`config.mk`:
```
export PLATFORM = sky130hd
export DESIGN_NAME = alu_op_sequencer
export DESIGN_NICKNAME = d
export VERILOG_FILES = /design/src/rtl/minisrc_pkg.sv /design/src/rtl/reg32.sv /design/src/rtl/alu_op_sequencer.sv
export SDC_FILE = /design/constraint.sdc
export NUM_CORES = 1
export LEC_CHECK = 0
export ABC_CLOCK_PERIOD_IN_PS = 2100
export BUFFER_PORTS_ARGS = -buffer_cell sky130_fd_sc_hd__buf_4
export CAP_MARGIN = 20
export CORE_MARGIN = 8
export CORE_UTILIZATION = 49
export DETAILED_ROUTE_END_ITERATION = 7
export GPL_TIMING_DRIVEN = 0
export PLACE_DENSITY = 0.9
export RECOVER_POWER = 100
export SETUP_SLACK_MARGIN = 0.15
export SYNTH_ARGS = -nofsm -noshare
export SYNTH_HDL_FRONTEND = slang
export SYNTH_SLANG_ARGS = --single-unit
```
`constraint.sdc`:
```
create_clock -name clock -period 2.1 [get_ports clock]
set_input_delay 0.42 -clock clock [delete_from_list [all_inputs] [get_ports clock]]
set_output_delay 0.42 -clock clock [all_outputs]
set_load 0.02 [all_outputs]
```
`src/rtl/minisrc_pkg.sv`:
```
// rtl/minisrc_pkg.sv - ALU opcodes, opcode decode helpers and sequencer FSM states
package minisrc_pkg;

    localparam logic [4:0] OP_ADD  = 5'b00011;
    localparam logic [4:0] OP_SUB  = 5'b00100;
    localparam logic [4:0] OP_AND  = 5'b00101;
    localparam logic [4:0] OP_OR   = 5'b00110;
    localparam logic [4:0] OP_SHR  = 5'b00111;
    localparam logic [4:0] OP_SHRA = 5'b01000;
    localparam logic [4:0] OP_SHL  = 5'b01001;
    localparam logic [4:0] OP_ROR  = 5'b01010;
    localparam logic [4:0] OP_ROL  = 5'b01011;
    localparam logic [4:0] OP_MUL  = 5'b01111;
    localparam logic [4:0] OP_DIV  = 5'b10000;
    localparam logic [4:0] OP_NEG  = 5'b10001;
    localparam logic [4:0] OP_NOT  = 5'b10010;

    typedef enum logic [2:0] {
        ST_IDLE,
        ST_LOAD,
        ST_EXEC,
        ST_WB,
        ST_RESP
    } seq_state_e;

    function automatic logic is_legal_op(input logic [4:0] op);
        case (op)
            OP_ADD, OP_SUB, OP_AND, OP_OR, OP_SHR, OP_SHRA, OP_SHL,
            OP_ROR, OP_ROL, OP_MUL, OP_DIV, OP_NEG, OP_NOT: return 1'b1;
            default:                                         return 1'b0;
        endcase
    endfunction

    // Ops whose 64-bit Z result is committed to the architectural HI/LO pair.
    function automatic logic is_wide_op(input logic [4:0] op);
        return (op == OP_MUL) || (op == OP_DIV);
    endfunction

endpackage

```
`src/rtl/reg32.sv`:
```
// rtl/reg32.sv - enable-loaded register with synchronous active-high clear
//
// Ports:
//   clock  - rising-edge clock
//   clear  - synchronous active-high clear to zero (wins over enable)
//   enable - load d on the next rising edge
//   d / q  - data in / registered data out
module reg32 #(
    parameter int WIDTH = 32
) (
    input  logic             clock,
    input  logic             clear,
    input  logic             enable,
    input  logic [WIDTH-1:0] d,
    output logic [WIDTH-1:0] q
);

    logic [WIDTH-1:0] val_q;
    logic [WIDTH-1:0] val_d;

    always_comb begin
        val_d = val_q;
        if (enable) begin
            val_d = d;
        end
    end

    always_ff @(posedge clock) begin
        if (clear) begin
            val_q <= '0;
        end else begin
            val_q <= val_d;
        end
    end

    assign q = val_q;

endmodule

```
`src/rtl/alu_op_sequencer.sv`:
```
// rtl/alu_op_sequencer.sv - drives one ALU operation per request and returns its result
//
// Ports:
//   clock, clear                 - rising-edge clock, synchronous active-high reset
//   req_valid/req_ready          - request handshake; ready only while idle
//   req_op, req_a, req_b         - ALU instruction code, operand for Y, operand for B
//   alu_instruction/Y_in/B_in    - registered drive of the external combinational ALU
//   alu_Z_hi, alu_Z_lo           - ALU result halves
//   resp_valid/resp_ready        - response handshake; response held until accepted
//   resp_result/wide/err         - Z_lo of the op, HI/LO-writing op flag, error flag
//   hi_out, lo_out               - architectural HI and LO registers
module alu_op_sequencer #(
    parameter int DATA_WIDTH   = 32,
    parameter int OP_WIDTH     = 5,
    parameter int CHK_DIV_ZERO = 1
) (
    input  logic                  clock,
    input  logic                  clear,
    input  logic                  req_valid,
    output logic                  req_ready,
    input  logic [OP_WIDTH-1:0]   req_op,
    input  logic [DATA_WIDTH-1:0] req_a,
    input  logic [DATA_WIDTH-1:0] req_b,
    output logic [OP_WIDTH-1:0]   alu_instruction,
    output logic [DATA_WIDTH-1:0] alu_Y_in,
    output logic [DATA_WIDTH-1:0] alu_B_in,
    input  logic [DATA_WIDTH-1:0] alu_Z_hi,
    input  logic [DATA_WIDTH-1:0] alu_Z_lo,
    output logic                  resp_valid,
    input  logic                  resp_ready,
    output logic [DATA_WIDTH-1:0] resp_result,
    output logic                  resp_wide,
    output logic                  resp_err,
    output logic [DATA_WIDTH-1:0] hi_out,
    output logic [DATA_WIDTH-1:0] lo_out
);

    import minisrc_pkg::*;

    seq_state_e            state_q, state_d;
    logic [OP_WIDTH-1:0]   op_q, op_d;
    logic [OP_WIDTH-1:0]   instr_q, instr_d;
    logic [DATA_WIDTH-1:0] result_q, result_d;
    logic                  wide_q, wide_d;
    logic                  err_q, err_d;

    logic                  y_en, b_en, z_en, hilo_en;
    logic [DATA_WIDTH-1:0] y_q, b_q, z_hi_q, z_lo_q;
    logic                  div_zero;

    // A zero divisor is known from the B register long before WB, so the
    // HI/LO commit can be suppressed without looking at the ALU output.
    assign div_zero = (CHK_DIV_ZERO != 0) && (op_q == OP_DIV) && (b_q == '0);

    always_comb begin
        state_d  = state_q;
        op_d     = op_q;
        instr_d  = instr_q;
        result_d = result_q;
        wide_d   = wide_q;
        err_d    = err_q;
        y_en     = 1'b0;
        b_en     = 1'b0;
        z_en     = 1'b0;
        hilo_en  = 1'b0;
        case (state_q)
            ST_IDLE: begin
                if (req_valid) begin
                    op_d = req_op;
                    if (is_legal_op(req_op)) begin
                        y_en    = 1'b1;
                        b_en    = 1'b1;
                        instr_d = req_op;
                        state_d = ST_LOAD;
                    end else begin
                        // Illegal code never reaches the ALU; answer immediately.
                        result_d = '0;
                        wide_d   = 1'b0;
                        err_d    = 1'b1;
                        state_d  = ST_RESP;
                    end
                end
            end
            ST_LOAD: begin
                state_d = ST_EXEC;
            end
            ST_EXEC: begin
                z_en    = 1'b1;
                state_d = ST_WB;
            end
            ST_WB: begin
                result_d = z_lo_q;
                wide_d   = is_wide_op(op_q);
                err_d    = div_zero;
                hilo_en  = is_wide_op(op_q) && !div_zero;
                state_d  = ST_RESP;
            end
            ST_RESP: begin
                if (resp_ready) begin
                    state_d = ST_IDLE;
                end
            end
            default: begin
                state_d = ST_IDLE;
            end
        endcase
    end

    always_ff @(posedge clock) begin
        if (clear) begin
            state_q  <= ST_IDLE;
            op_q     <= '0;
            instr_q  <= '0;
            result_q <= '0;
            wide_q   <= 1'b0;
            err_q    <= 1'b0;
        end else begin
            state_q  <= state_d;
            op_q     <= op_d;
            instr_q  <= instr_d;
            result_q <= result_d;
            wide_q   <= wide_d;
            err_q    <= err_d;
        end
    end

    reg32 #(.WIDTH(DATA_WIDTH)) u_y_reg (
        .clock(clock), .clear(clear), .enable(y_en), .d(req_a), .q(y_q)
    );

    reg32 #(.WIDTH(DATA_WIDTH)) u_b_reg (
        .clock(clock), .clear(clear), .enable(b_en), .d(req_b), .q(b_q)
    );

    reg32 #(.WIDTH(DATA_WIDTH)) u_z_hi_reg (
        .clock(clock), .clear(clear), .enable(z_en), .d(alu_Z_hi), .q(z_hi_q)
    );

    reg32 #(.WIDTH(DATA_WIDTH)) u_z_lo_reg (
        .clock(clock), .clear(clear), .enable(z_en), .d(alu_Z_lo), .q(z_lo_q)
    );

    reg32 #(.WIDTH(DATA_WIDTH)) u_hi_reg (
        .clock(clock), .clear(clear), .enable(hilo_en), .d(z_hi_q), .q(hi_out)
    );

    reg32 #(.WIDTH(DATA_WIDTH)) u_lo_reg (
        .clock(clock), .clear(clear), .enable(hilo_en), .d(z_lo_q), .q(lo_out)
    );

    assign req_ready       = (state_q == ST_IDLE);
    assign resp_valid      = (state_q == ST_RESP);
    assign alu_instruction = instr_q;
    assign alu_Y_in        = y_q;
    assign alu_B_in        = b_q;
    assign resp_result     = result_q;
    assign resp_wide       = wide_q;
    assign resp_err        = err_q;

endmodule
```
# Word-level counts from Yosys, hierarchy flattened
# Memories as Yosys holds them, arrays and structs flattened.
# Index checks and enable logic that the tools add are counted.
# classes
n_eq_ne,9
n_reduce_logical,11
n_mux,20
# ops
op,count
2-to-1 mux 32 bit,2
case mux 32 bit (2 select lines),1
logical NOT 32 bit,1
case mux 3 bit (5 select lines),1
2-to-1 mux 1 bit,11
2-to-1 mux 3 bit,3
"equality test 3 x 2 -> 1 bit, second input constant",2
AND reduction 3 bit,2
"equality test 5 x 4 -> 1 bit, second input constant",1
"equality test 5 bit, second input constant",1
"!= test 2 bit, second input constant",2
case mux 1 bit (2 select lines),2
AND reduction 2 bit,2
"equality test 3 x 1 -> 1 bit, second input constant",1
"equality test 3 bit, second input constant",1
logical NOT 3 bit,1
logical AND 1 bit,2
"!= test 2 x 1 -> 1 bit, second input constant",1
nonzero test 2 bit,1
logical NOT 1 bit,1
logical OR 1 bit,1
# totals
rom_bits,32
output_inout_bits,169
ff_bits,239
memories,1
word_cells,53
# memory_table
name,words,word_bits,rd,rd_ports_with_merged_regs,wr,line,text
(name not given),32,1,1,0,0,minisrc_pkg.sv:27,case (op)

# Longest topological paths before layout
# Gate-level depths: netlist (run 1).
# An unclocked memory read counts as a cell.
# depth
word_depth,6
ltp_mapped,8
mapped_depth_nobuf,5

# By module
# From an unflattened synthesis (run 1), not the netlist that was laid out.
# hier_totals
cells_unflattened,854
hier_area_um2,9231.4
# by_module_without_submodules
module,cells_each,n_inst,seq_area_each_um2,area_per_inst_um2
reg32,103,6,640.6,1163.6
alu_op_sequencer,236,1,940.9,2249.7

# Least setup slack after synthesis (run 1)
# Ideal clock, no wire load.
# synth_timing
kind,reg-to-reg
startpoint,register state_q[0]
endpoint,"register result_q[10], in the netlist resp_result[10]"
path_stages_with_launch,8
setup_time_ns,0.117
period_less_slack_ns,1.936
arrival_ns,1.819
setup_slack_ns,0.164
required_time_ns,1.983
path_cell_list,dfxtp_1 buf_2 nor3_1 and2_1 buf_2 a211oi_2 buf_2 a22o_1
# synth_between
elab_chain_cells,3
# synth_lines
item,line,text
"start, declared",alu_op_sequencer.sv:40,"seq_state_e state_q, state_d;"
"start signal, assigned",alu_op_sequencer.sv:118,state_q <= state_d;
logical NOT 3 bit (*),n/a,
named net req_ready,alu_op_sequencer.sv:20,"output logic req_ready,"
!= test 2 bit (no source line) or nonzero test 2 bit (tied branches),n/a,
AND reduction 3 bit (no source line),n/a,
"end signal, assigned",alu_op_sequencer.sv:121,result_q <= result_d;
"end, declared",alu_op_sequencer.sv:43,"logic [DATA_WIDTH-1:0] result_q, result_d;"
# Mark *: on every way through the listed nets, which the timed path passes. The rest lies on a longest branch.
# A chain may end at the register's enable or synchronous reset.

# Worst setup path in the final report (run 1)
# layout_timing
startpoint,"register u_b_reg.val_q[24], in the netlist u_b_reg.q[24]"
endpoint,"register u_lo_reg.val_q[27], in the netlist u_lo_reg.q[27]"
# layout_between
elab_chain_cells,5
# layout_lines
item,line,text
"start, declared",reg32.sv:18,logic [WIDTH-1:0] val_q;
"start signal, assigned",reg32.sv:32,val_q <= val_d;
logical NOT 32 bit,alu_op_sequencer.sv:53,assign div_zero = (CHK_DIV_ZERO != 0) && (op_q == OP_DIV) && (b_q == '0);
logical AND 1 bit,alu_op_sequencer.sv:53,
logical NOT 1 bit,alu_op_sequencer.sv:95,hilo_en = is_wide_op(op_q) && !div_zero;
logical AND 1 bit,alu_op_sequencer.sv:95,
2-to-1 mux 1 bit,alu_op_sequencer.sv:66,case (state_q)
"end signal, assigned",reg32.sv:32,
"end, declared",reg32.sv:18,
# No other way between the ends.

==> results by group, run 1 <==
Pwr
  – Power Density: 892.3 nW/µm²
  – Worst IR drop on VDD: 1.202 mV
  – Leakage: 4.494 nW
  – Tot Pwr: 11.29 mW

Logic synthesis
  – Top-area cell type share of the netlist area: 53.56%
  – Ys Warns: 0
  – Fraction of synthesis flops using an asynchronous set or reset pin: 0%
  – Synth area leader: dfxtp_1
  – Seq cells post-synth: 239
  – Cells after Synth: 1028
  – Number of synthesized flops with an enable pin: 0
  – Mapped Area: 8934 µm²
  – Post-synth cell types: 32
  – Count leader, synth: dfxtp_1
  – Top_reg_cell synth: dfxtp_1
  – Avg Cell Area, Syn: 8.690 µm²
  – Sequential fraction of the synthesis area: 53.56%
  – Area contributors post-synth: dfxtp_1 (54%), a21oi_1 (12%), o21ai_0 (6.4%)
  – Top cells by count, synth: dfxtp_1 (239), a21oi_1 (208), nand2_1 (142)
  – Syn nets: 1165

Worst setup path
  – Reg2Reg Setup Slack: 0.1 ns
  – Crit. Startpoint: u_b_reg.q[24]$_SDFFE_PP0P_
  – R2R depth: 8
  – Critical path class: reg2reg
  – Arrival time at the worst endpoint: 2.39 ns
  – Crit Reg-Reg Startpoint: u_b_reg.q[24]$_SDFFE_PP0P_
  – CP startpoint kind: flop
  – Setup crit end kind: flop
  – Max Fanout on Critical Path: 5
  – CP Data Required Time: 2.49 ns
  – Reg2reg end: u_lo_reg.q[27]$_SDFFE_PP0P_

Floorplanning
  – Initial core utilization: 49.90%
  – Ports: 306
  – Num rows: 49
  – Die height: 151.0 µm
  – Area of the die: 22810 µm²
  – Die W: 151.0 µm
  – Core ar.: 17900 µm²

Finish
  – Layout area overhead: 41.64%
  – Final Cell Area: 12650 µm²
  – Final Non-Filler Cells: 1629
  – Sequential cell area: 4791 µm²
  – Share of layout cells above drive strength 1: 22.29%
  – Nets: 1518
  – Footprint of the multi-input gates: 3938 µm²
  – ANT cells: 0
  – Filler instances: 1426

STA
  – Final hold viol count: 0
  – Hold WS: 0.1437 ns
  – Slew margin rel.: 53.86%
  – Max Slew Vio Count: 0
  – Max Clock Freq: 499.8 MHz
  – RSZ-0062 raised after global routing: true
  – Slew of the pin with the lowest slew margin: 0.6921 ns
  – Period minus WS final: 2.001 ns
  – Endpoints failing setup: 0
  – Final period utilization: 95.27%
  – Skew final: 0.01483 ns

Drt
  – Residual DRC: 0
  – Vias/cell: 5.724
  – Via count: 9325
  – Routed wire length: 33150 µm
  – Antenna viol nets, final: 0
  – WL per Instance: 20.35 µm
  – 1st-iter DRT viols: 532
  – Total iterations of the first detailed-routing run: 5

Global route
  – Met1 Use GR: 27.96%
  – Met3 global-route usage: 8.127%
  – Vias in the first global route: 8928
  – GR peak layer: met2
  – First-pass GRT wire length: 46460 µm
  – Largest net degree at the start of global routing: 15
  – Grt ovf: 0
  – GRT Total Usage: 25.43%
  – Initial antenna violation count: 0
  – Met2 Use GR: 43.73%

Clock network
  – H-tree depth: 1
  – Num CTS Buffers: 25
  – CTS tree: built
  – Clk_lat worst skew: 0.53 ns
  – Clk root buf: clkbuf_16
  – Deepest clock path buffer count: 3
  – CTS sink count: 239
  – Clock-pin slew on the worst setup and hold paths: 0.07 ns

Flow run
  – Maxcap violations: 0

Hold path
  – Min-Delay Path Class: in2reg
  – Min-delay src: alu_Z_lo[3]
  – Cells on Worst Hold Path: 3
  – Sink of the worst hold path: u_z_lo_reg.q[3]$_SDFFE_PP0N_

Status
  – Status: completed

Placed design
  – DP Area: 11510 µm²
  – Placed instance count: 1562
  – Number of port buffers: 305
  – DP HPWL: 22750 µm
  – Placer Congestion: 0.8551
[worst max-delay path by stage]
stage	to	slack, ns	depth (start not counted)
after global placement	u_b_reg.q[5]$_SDFFE_PP0P_	-0.21	5
after detailed placement	u_z_lo_reg.q[1]$_SDFFE_PP0N_	-0.28	5
after CTS	u_hi_reg.q[10]$_SDFFE_PP0P_	0.14	7
after global routing	u_lo_reg.q[28]$_SDFFE_PP0P_	-0.05	8
after floorplan	resp_result[10]$_SDFFE_PP0P_	0.16	7
final	u_lo_reg.q[27]$_SDFFE_PP0P_	0.1	8
[worst max-delay path, stage by stage (launching register included)]
cell and delay (ns):
dfxtp_1 0.36, nor4_4 0.30, nand4_1 0.19, nor3_4 0.34, buf_6 0.21, buf_12 0.13, clkbuf_16 0.13, or3b_1 0.12
a21oi_1 0.07
[layout make-up]
type | instances | share of cell area, %
Sequential cell | 239 | 37.86
Multi-Input combinational cell | 683 | 31.12
Timing Repair Buffer | 326 | 16.22
Clock buffer | 32 | 5.626
Buffer | 104 | 4.786
Tap cell | 229 | 2.264
Clock inverter | 14 | 2.067
Inverter | 2 | 0.05933
[sequential cells by signal (all words and copies together), names as in the netlist]
| register | flops |
|---|---|
| resp_result | 32 |
| u_z_hi_reg.q | 32 |
| state_q | 3 |
| op_q | 5 |
| resp_wide | 1 |
| alu_instruction | 5 |
| u_y_reg.q | 32 |
| u_z_lo_reg.q | 32 |
| u_b_reg.q | 32 |
| resp_err | 1 |
| u_hi_reg.q | 32 |
| u_lo_reg.q | 32 |
[per-layer routing]
layer,vias to the layer above,routed length [µm],part of all wire (%)
met5,-,0,0
met4,0,1511,4.6
met3,101,3238,9.8
met2,465,16270,49
met1,4419,12130,37
li1,4340,-,-
[per-stage QoR]
step	util, %	setup slack (ns)	setup TNS [ns]
6_report	70.68	0.09939	0
5_1_grt	70.68	-0.04782	-0.08909
4_1_cts	70.09	0.1428	0
3_5_place_dp	64.29	-0.2789	-25.58
3_3_place_gp	64.29	-0.2061	-15.49
2_1_floorplan	-	0.1638	0
[power by group]
group	internal [mW]	switching (mW)	leakage (nW)
Combinational	0.505	0.822	2.10
Sequential	4.69	0.119	1.93
Clock	3.26	1.89	0.461
Total	8.46	2.83	4.49
[placed cells by master (no fill, tap or decap), types with 2 or more instances in the layout]
cell type,instances
dfxtp_1,236
clkbuf_1,228
a21oi_1,189
buf_4,145
nand2_1,142
o21ai_0,91
nand3_1,69
or3b_1,51
clkbuf_16,34
a22o_1,32
o21ai_1,26
a21oi_2,20
clkbuf_2,15
o21ai_2,15
buf_6,14
or3b_4,13
buf_8,10
bufinv_16,7
nor4_2,6
clkbuf_8,6
buf_2,5
clkinvlp_4,5
buf_12,4
nor2_1,3
nor4_4,3
nand4_1,3
nor3_1,2
inv_1,2
nand2b_1,2
a21o_1,2
dfxtp_2,2
[cells by family after synthesis]
family | after synthesis | share of synthesized area, %
DFF | 239 | 53.56
muxes | 1 | 0.1260
buffers and inverters | 106 | 5.420
xor gates and xnor gates | 1 | 0.09806
AOI/OAI and AO/OA | 379 | 22.82
and+or+nand+nor | 302 | 17.98
[timing repair]
action                                  4_1_cts  5_1_grt
gates cloned                                  0       12
endpoints found under the setup margin       75      154
resized for setup                            24      155
pin swaps                                     5       76
hold buffers                                  0        0
setup buffers                                 1        8
endpoints found under the hold margin         0        0
(Power assumes the default switching activity.)
==> inputs of run 2 (changes only) <==
--- a/config.mk
+++ b/config.mk
@@ -6,7 +6,7 @@
 export NUM_CORES = 1
 export LEC_CHECK = 0
 export ABC_CLOCK_PERIOD_IN_PS = 2100
-export BUFFER_PORTS_ARGS = -buffer_cell sky130_fd_sc_hd__buf_4
+export BUFFER_PORTS_ARGS = -buffer_cell sky130_fd_sc_hd__buf_2
 export CAP_MARGIN = 20
 export CORE_MARGIN = 8
 export CORE_UTILIZATION = 49
==> run 2 against run 1 <==
Cell area fell by 8.0%. Highest routed layer is now met5. Count of clock-buffer cells in the layout rose by 3. Largest power group is now registers. Global-route usage fell by 0.78 points. Flip-flop and latch count did not move. Routed wire length fell by 10%. Via count fell by 4.3%. Critical path type is now reg2out. Core utilization fell by 5.7 points. Largest cell class unchanged.
==> results by group, run 2 (synthesized netlist as in run 1, its figures left out) <==
Status
  – Status: completed

Pwr
  – Combinational share of power: 11.3% (-0.5 points)
  – Seq pwr share: 46.6% (+4.0 points)
  – Tot Pwr: 10.31 mW (-8.7%)
  – Clock power share: 42.2% (-3.4 points)
  – Power Density: 885.7 nW/µm² (-0.73%)
  – Sw Share: 25.83% (+0.72 points)
  – Worst IR drop on VDD: 0.6517 mV (-46%)
  – Switch Pwr: 2.662 mW (-6.1%)
  – Leakage: 4.112 nW (-8.5%)
  – Pint: 7.644 mW (-9.6%)

Clock network
  – Clk_lat worst skew: 0.51 ns (-0.02 ns)
  – Clock-pin slew on the worst setup and hold paths: 0.06 ns (about the same)
  – CTS tree: built
  – Num CTS Buffers: 25 (unchanged)
  – Clk root buf: clkbuf_16
  – CTS sink count: 239 (unchanged)
  – Deepest clock path buffer count: 3 (unchanged)
  – H-tree depth: 1 (unchanged)

Finish
  – Final Non-Filler Cells: 1615 (-0.86%)
  – Most common cell after layout, fill and taps aside: dfxtp_1
  – Filler instances: 1488 (+4.3%)
  – Layout area overhead: 30.25%
  – Nets: 1503 (-0.99%)
  – Final Cell Area: 11640 µm² (-8.0%)
  – Final core occ: 65.00% (-5.7 points)
  – Commonest cells after routing, fill and taps aside: dfxtp_1 (237), clkbuf_1 (236), a21oi_1 (200)
  – Share of layout cells above drive strength 1: 17.66% (-4.6 points)

Drt
  – 1st-iter DRT viols: 476 (-11%)
  – Residual DRC: 0 (unchanged)
  – Antenna viol nets, final: 0 (unchanged)
  – Routed wire length: 29780 µm (-10%)
  – Vias/cell: 5.524 (-3.5%)
  – Via count: 8922 (-4.3%)
  – Total iterations of the first detailed-routing run: 5 (unchanged)
  – WL per Instance: 18.44 µm (-9.4%)

STA
  – Slew of the pin with the lowest slew margin: 0.6959 ns (+0.003740 ns)
  – Endpoints failing setup: 0 (unchanged)
  – Max Slew Vio Count: 0 (unchanged)
  – Skew final: 0.009438 ns (-0.005390 ns)
  – Slew margin rel.: 53.61% (-0.25 points)
  – RSZ-0062 raised after global routing: true
  – Period minus WS final: 1.918 ns (-0.08290 ns)
  – Final period utilization: 91.32% (-3.9 points)
  – Final hold viol count: 0 (unchanged)
  – Max Clock Freq: 521.5 MHz (+4.3%)

Worst setup path
  – CP startpoint kind: flop
  – Reg2reg end: u_lo_reg.q[30]$_SDFFE_PP0P_
  – CP max-delay cell: dfxtp_1
  – Critical Path Max Stage Delay: 0.30 ns (-0.06 ns)
  – Stages on worst setup path: 3 (-5)
  – Crit Reg-Reg Startpoint: op_q[3]$_SDFFE_PP0P_
  – Arrival time at the worst endpoint: 1.50 ns (-0.89 ns)
  – R2R depth: 7 (-1)
  – Crit path buffers/inverters: 2 (-1)
  – CP top delay family: buffers and inverters
  – Reg2Reg Setup Slack: 0.19 ns (+0.09 ns)
  – Max Fanout on Critical Path: 7 (+2)
  – Critical path class: reg2out
  – Crit-path cells: buf_2 > nor3_2 > clkbuf_1
  – Setup crit end kind: output pin
  – CP Data Required Time: 1.68 ns (-0.81 ns)

Placed design
  – Number of port buffers: 305 (unchanged)
  – Placed instance count: 1562 (unchanged)
  – Placer Congestion: 0.8768 (+2.5%)
  – DP Area: 10750 µm² (-6.6%)
  – DP HPWL: 21820 µm (-4.1%)

Hold path
  – Sink of the worst hold path: u_z_lo_reg.q[7]$_SDFFE_PP0N_
  – Min-delay src: alu_Z_lo[7]
  – Cells on Worst Hold Path: 3 (unchanged)
  – Min-Delay Path Class: in2reg

Flow run
  – Maxcap violations: 0 (unchanged)

Global route
  – Largest net degree at the start of global routing: 14 (-1)
  – Vias in the first global route: 8742 (-2.1%)
  – GRT Total Usage: 24.66% (-0.78 points)
  – First-pass GRT wire length: 45280 µm (-2.5%)
  – Initial antenna violation count: 7 (+7)
  – Grt ovf: 0 (unchanged)

Floorplanning
  – Area of the die: 22810 µm² (unchanged)
  – Ports: 306 (unchanged)
  – Die height: 151.0 µm (unchanged)
  – Num rows: 49 (unchanged)
  – Core ar.: 17900 µm² (unchanged)
  – Die W: 151.0 µm (unchanged)
  – Initial core utilization: 49.90% (unchanged)
-- run 2: cell types whose count changed in the layout (fill, tap and decap cells not counted), sizes merged --
cell	delta
buf	-10
clkinv	+4
diode	+4
clkinvlp	-3
clkbuf	-2
bufinv	-6
inv	-1
-- run 2: metrics by stage --
step / setup slack (ns) / hold slack, ns / TNS (ns)
3_5_place_dp: -0.3129 / 0.4435 / -27.51
6_report: 0.1823 / 0.1441 / 0
2_1_floorplan: 0.1638 / 0.4310 / 0
5_1_grt: 0.05785 / 0.1351 / 0
4_1_cts: 0.1201 / 0.1304 / 0
3_3_place_gp: -0.2521 / 0.4370 / -21.01
-- run 2: what timing repair did --
item,4_1_cts,5_1_grt
gates cloned,1,2
buffers inserted,2,1
pin swaps,2,20
hold buffers,0,0
endpoints found under the setup margin,123,127
resized for setup,29,77
-- run 2: final cells by class --
class / instances / area [µm²] / share of cell area [%]
clock buffers: 35 / 743.2 / 6.387
inverters: 2 / 7.507 / 0.06452
diodes: 4 / 10.01 / 0.08602
plain buffers: 104 / 591.8 / 5.086
clock inverters: 8 / 70.07 / 0.6021
multi-input cells: 683 / 3756 / 32.28
well taps: 229 / 286.5 / 2.462
flip-flops and latches: 239 / 4787 / 41.14
repair buffers: 311 / 1384 / 11.89
-- run 2: per-layer routing --
metal	track usage [%]	vias up	share of wire [%]
met5	0	-	0.12
met4	9.698	6	3.8
met2	43.19	375	49
met3	6.663	85	8.6
li1	-	4294	-
met1	28.01	4162	38
-- run 2: worst min-delay path: stages --
cell and delay [ns]:
buf_2 0.10, nand2_1 0.04, a21oi_1 0.05
-- run 2: worst max path at each step --
| stage | start | to |
|---|---|---|
| 6_report | state_q[0]$_SDFFE_PP0P_ | req_ready |
| 5_1_grt | op_q[3]$_SDFFE_PP0P_ | u_hi_reg.q[7]$_SDFFE_PP0P_ |
| 4_1_cts | u_b_reg.q[0]$_SDFFE_PP0P_ | u_lo_reg.q[30]$_SDFFE_PP0P_ |
| 3_5_place_dp | clear | u_z_hi_reg.q[27]$_SDFFE_PP0N_ |
| 3_3_place_gp | clear | u_b_reg.q[1]$_SDFFE_PP0P_ |
| 2_1_floorplan | state_q[0]$_SDFFE_PP0P_ | resp_result[10]$_SDFFE_PP0P_ |
-- run 2: power groups by stage --
stage | registers (mW) | clock network [mW] | logic (mW)
2_1_floorplan | 4.96 | 0 | 0.583
3_3_place_gp | 4.88 | 0 | 1.11
3_5_place_dp | 4.88 | 0 | 1.13
4_1_cts | 4.79 | 4.38 | 1.16
5_1_grt | 4.81 | 4.59 | 1.27
6_report | 4.80 | 4.35 | 1.16
==> inputs of run 3 (changes only) <==
--- a/config.mk
+++ b/config.mk
@@ -10,9 +10,10 @@
 export CAP_MARGIN = 20
 export CORE_MARGIN = 8
 export CORE_UTILIZATION = 49
+export CTS_BUF_LIST = sky130_fd_sc_hd__clkbuf_4 sky130_fd_sc_hd__clkbuf_8 sky130_fd_sc_hd__clkbuf_16
 export DETAILED_ROUTE_END_ITERATION = 7
 export GPL_TIMING_DRIVEN = 0
-export PLACE_DENSITY = 0.9
+export PLACE_DENSITY = 0.74
 export RECOVER_POWER = 100
 export SETUP_SLACK_MARGIN = 0.15
 export SYNTH_ARGS = -nofsm -noshare
==> constraint.sdc (replaced) <==
create_clock -name clock -period 2.1 [get_ports clock]
set_input_delay 0.63 -clock clock [delete_from_list [all_inputs] [get_ports clock]]
set_output_delay 0.63 -clock clock [all_outputs]
set_load 0.02 [all_outputs]
==> run 3 against run 2 <==
Clock power up 5.7%. Sequential power about the same. Non-clock buffer count grew 15. Final cell count up 0.99%. Core utilization rose by 2.9 points. Combinational power is 7% higher. Via count grew 0.65%.
==> results by group, run 3 (synthesized netlist as in run 1, its figures left out) <==
Clock network
  – Clk_lat worst skew: 0.52 ns (about the same)
  – H-tree depth: 1 (unchanged)
  – Clock-pin slew on the worst setup and hold paths: 0.06 ns (about the same)
  – CTS sink count: 239 (unchanged)
  – Deepest clock path buffer count: 3 (unchanged)
  – Clk root buf: clkbuf_16
  – Num CTS Buffers: 26 (+4.0%)
  – CTS tree: built

Floorplanning
  – Die height: 151.0 µm (unchanged)
  – Core ar.: 17900 µm² (unchanged)
  – Num rows: 49 (unchanged)
  – Initial core utilization: 49.90% (unchanged)
  – Ports: 306 (unchanged)
  – Die W: 151.0 µm (unchanged)
  – Area of the die: 22810 µm² (unchanged)

Drt
  – WL per Instance: 18.95 µm (+2.8%)
  – Antenna viol nets, final: 0 (unchanged)
  – Residual DRC: 0 (unchanged)
  – Routed wire length: 30900 µm (+3.8%)
  – Vias/cell: 5.506 (-0.34%)
  – Total iterations of the first detailed-routing run: 5 (unchanged)
  – Via count: 8980 (+0.65%)
  – 1st-iter DRT viols: 482 (+1.3%)

Finish
  – Sequential cell area: 4795 µm² (+0.16%)
  – Footprint of the multi-input gates: 3832 µm² (+2.0%)
  – Commonest cells after routing, fill and taps aside: dfxtp_1 (233), clkbuf_1 (223), a21oi_1 (198)
  – Final Cell Area: 12160 µm² (+4.5%)
  – Share of layout cells above drive strength 1: 21.17% (+3.5 points)
  – Filler instances: 1565 (+5.2%)
  – Layout area overhead: 36.12%
  – Final core occ: 67.93% (+2.9 points)
  – Final Non-Filler Cells: 1631 (+0.99%)
  – Nets: 1519 (+1.1%)
  – Most common cell after layout, fill and taps aside: dfxtp_1

Worst setup path
  – Most used cell, CP: buf_6
  – Reg2Reg Setup Slack: 0.15 ns (-0.04 ns)
  – CP endpoint: req_ready
  – Crit. Startpoint: state_q[1]$_SDFFE_PP0P_
  – Stages on worst setup path: 3 (unchanged)
  – Reg2reg end: u_lo_reg.q[7]$_SDFFE_PP0P_
  – Critical Path Max Stage Delay: 0.31 ns (about the same)
  – Arrival time at the worst endpoint: 1.34 ns (-0.16 ns)
  – Crit Reg-Reg Startpoint: u_b_reg.q[1]$_SDFFE_PP0P_
  – Crit-path cells: buf_6 > nor3_2 > buf_6
  – CP top delay family: flip-flops
  – CP startpoint kind: flop
  – R2R depth: 8 (+1)
  – Setup crit end kind: output pin
  – CP Data Required Time: 1.47 ns (-0.21 ns)
  – CP max-delay cell: dfxtp_1
  – Crit path buffers/inverters: 2 (unchanged)
  – Critical path class: reg2out
  – Max Fanout on Critical Path: 4 (-3)

Placed design
  – DP HPWL: 21820 µm (about the same)
  – Number of port buffers: 305 (unchanged)
  – DP Area: 10750 µm² (unchanged)
  – Worst slack at placement: -0.5955 ns (-0.2826 ns)
  – Placed instance count: 1562 (unchanged)
  – Placer Congestion: 0.8578 (-2.2%)

STA
  – Endpoints failing setup: 0 (unchanged)
  – Skew final: 0.01657 ns (+0.007133 ns)
  – Final period utilization: 93.91% (+2.6 points)
  – Max Slew Vio Count: 0 (unchanged)
  – Slew of the pin with the lowest slew margin: 0.5917 ns (-0.1041 ns)
  – Final hold viol count: 0 (unchanged)
  – Total negative setup slack: 0 ns (unchanged)
  – RSZ-0062 raised after global routing: true
  – Hold WS: 0.3400 ns (+0.1960 ns)
  – Period minus WS final: 1.972 ns (+0.05434 ns)
  – Max Clock Freq: 507.1 MHz (-2.8%)
  – Slew margin rel.: 60.55% (+6.9 points)
  – Final WS setup: 0.1280 ns (-0.05434 ns)

Pwr
  – Power Density: 875.7 nW/µm² (-1.1%)
  – Tot Pwr: 10.65 mW (+3.3%)
  – Worst IR drop on VDD: 0.7323 mV (+12%)
  – Leakage: 4.356 nW (+5.9%)

Global route
  – GRT Total Usage: 25.03% (+0.38 points)
  – Grt ovf: 0 (unchanged)
  – Vias in the first global route: 8747 (+0.057%)
  – Initial antenna violation count: 3 (-4)
  – First-pass GRT wire length: 45860 µm (+1.3%)
  – Largest net degree at the start of global routing: 14 (unchanged)

Flow run
  – Maxcap violations: 0 (unchanged)

Status
  – Status: completed

Hold path
  – Min-Delay Path Class: in2reg
==> run 3: cell types whose count changed in the layout (fill, tap and decap cells not counted), sizes merged <==
cell / delta
inv: +1
clkinvlp: -1
clkbuf: +7
buf: +10
clkinv: -1
==> run 3: how the worst min path moves through the flow <==
| stage | to | cells past startpoint | startpoint | slack [ns] |
|---|---|---|---|---|
| final | u_z_lo_reg.q[7]$_SDFFE_PP0N_ | 3 | alu_Z_lo[7] | 0.34 |
| after global routing | u_z_lo_reg.q[16]$_SDFFE_PP0N_ | 3 | alu_Z_lo[16] | 0.34 |
| after CTS | u_z_lo_reg.q[0]$_SDFFE_PP0N_ | 3 | alu_Z_lo[0] | 0.33 |
| after detailed placement | u_z_hi_reg.q[1]$_SDFFE_PP0N_ | 2 | u_z_hi_reg.q[1]$_SDFFE_PP0N_ | 0.44 |
| after global placement | u_z_hi_reg.q[23]$_SDFFE_PP0N_ | 2 | u_z_hi_reg.q[23]$_SDFFE_PP0N_ | 0.44 |
| after floorplan | u_z_hi_reg.q[0]$_SDFFE_PP0N_ | 2 | u_z_hi_reg.q[0]$_SDFFE_PP0N_ | 0.43 |
==> run 3: final cells by class <==
type | instances | share of cell area (%)
Sequential cell | 239 | 39.43
Multi-Input combinational cell | 683 | 31.52
Timing Repair Buffer | 326 | 14.09
Clock buffer | 37 | 6.636
Buffer | 104 | 5.268
Tap cell | 229 | 2.356
Clock inverter | 7 | 0.5659
Antenna cell | 4 | 0.08231
Inverter | 2 | 0.06173
==> run 3: repair_timing <==
action                     4_1_cts  5_1_grt
buffers inserted                 5        3
cloned                           1       12
setup endpoints to repair      166      139
hold buffers                     0        0
resized for setup               57      103
pin swaps                        5       77
==> run 3: worst register-to-register path, cell delays in order, from the launching register on <==
cell and delay, ns:
dfxtp_1 0.37, nor4_4 0.28, nand4_1 0.23, nor3_4 0.31, buf_6 0.18, buf_12 0.15, clkbuf_16 0.15, o21ai_0 0.07
a21oi_1 0.16
==> run 3: layer usage <==
layer  routed length [µm]  global-route usage (%)  vias up
met5                   27                       0        -
met4                  790                   7.719        4
met1                11860                   29.32     4237
li1                     -                       -     4341
met2                15290                   42.90      338
met3                 2934                   7.888       60
==> run 3: power breakdown <==
group / total, mW / internal (mW) / switching (mW) / leakage (nW)
logic: 1.24 / 0.442 / 0.799 / 1.98
registers: 4.80 / 4.69 / 0.110 / 1.94
clock network: 4.60 / 2.78 / 1.82 / 0.438
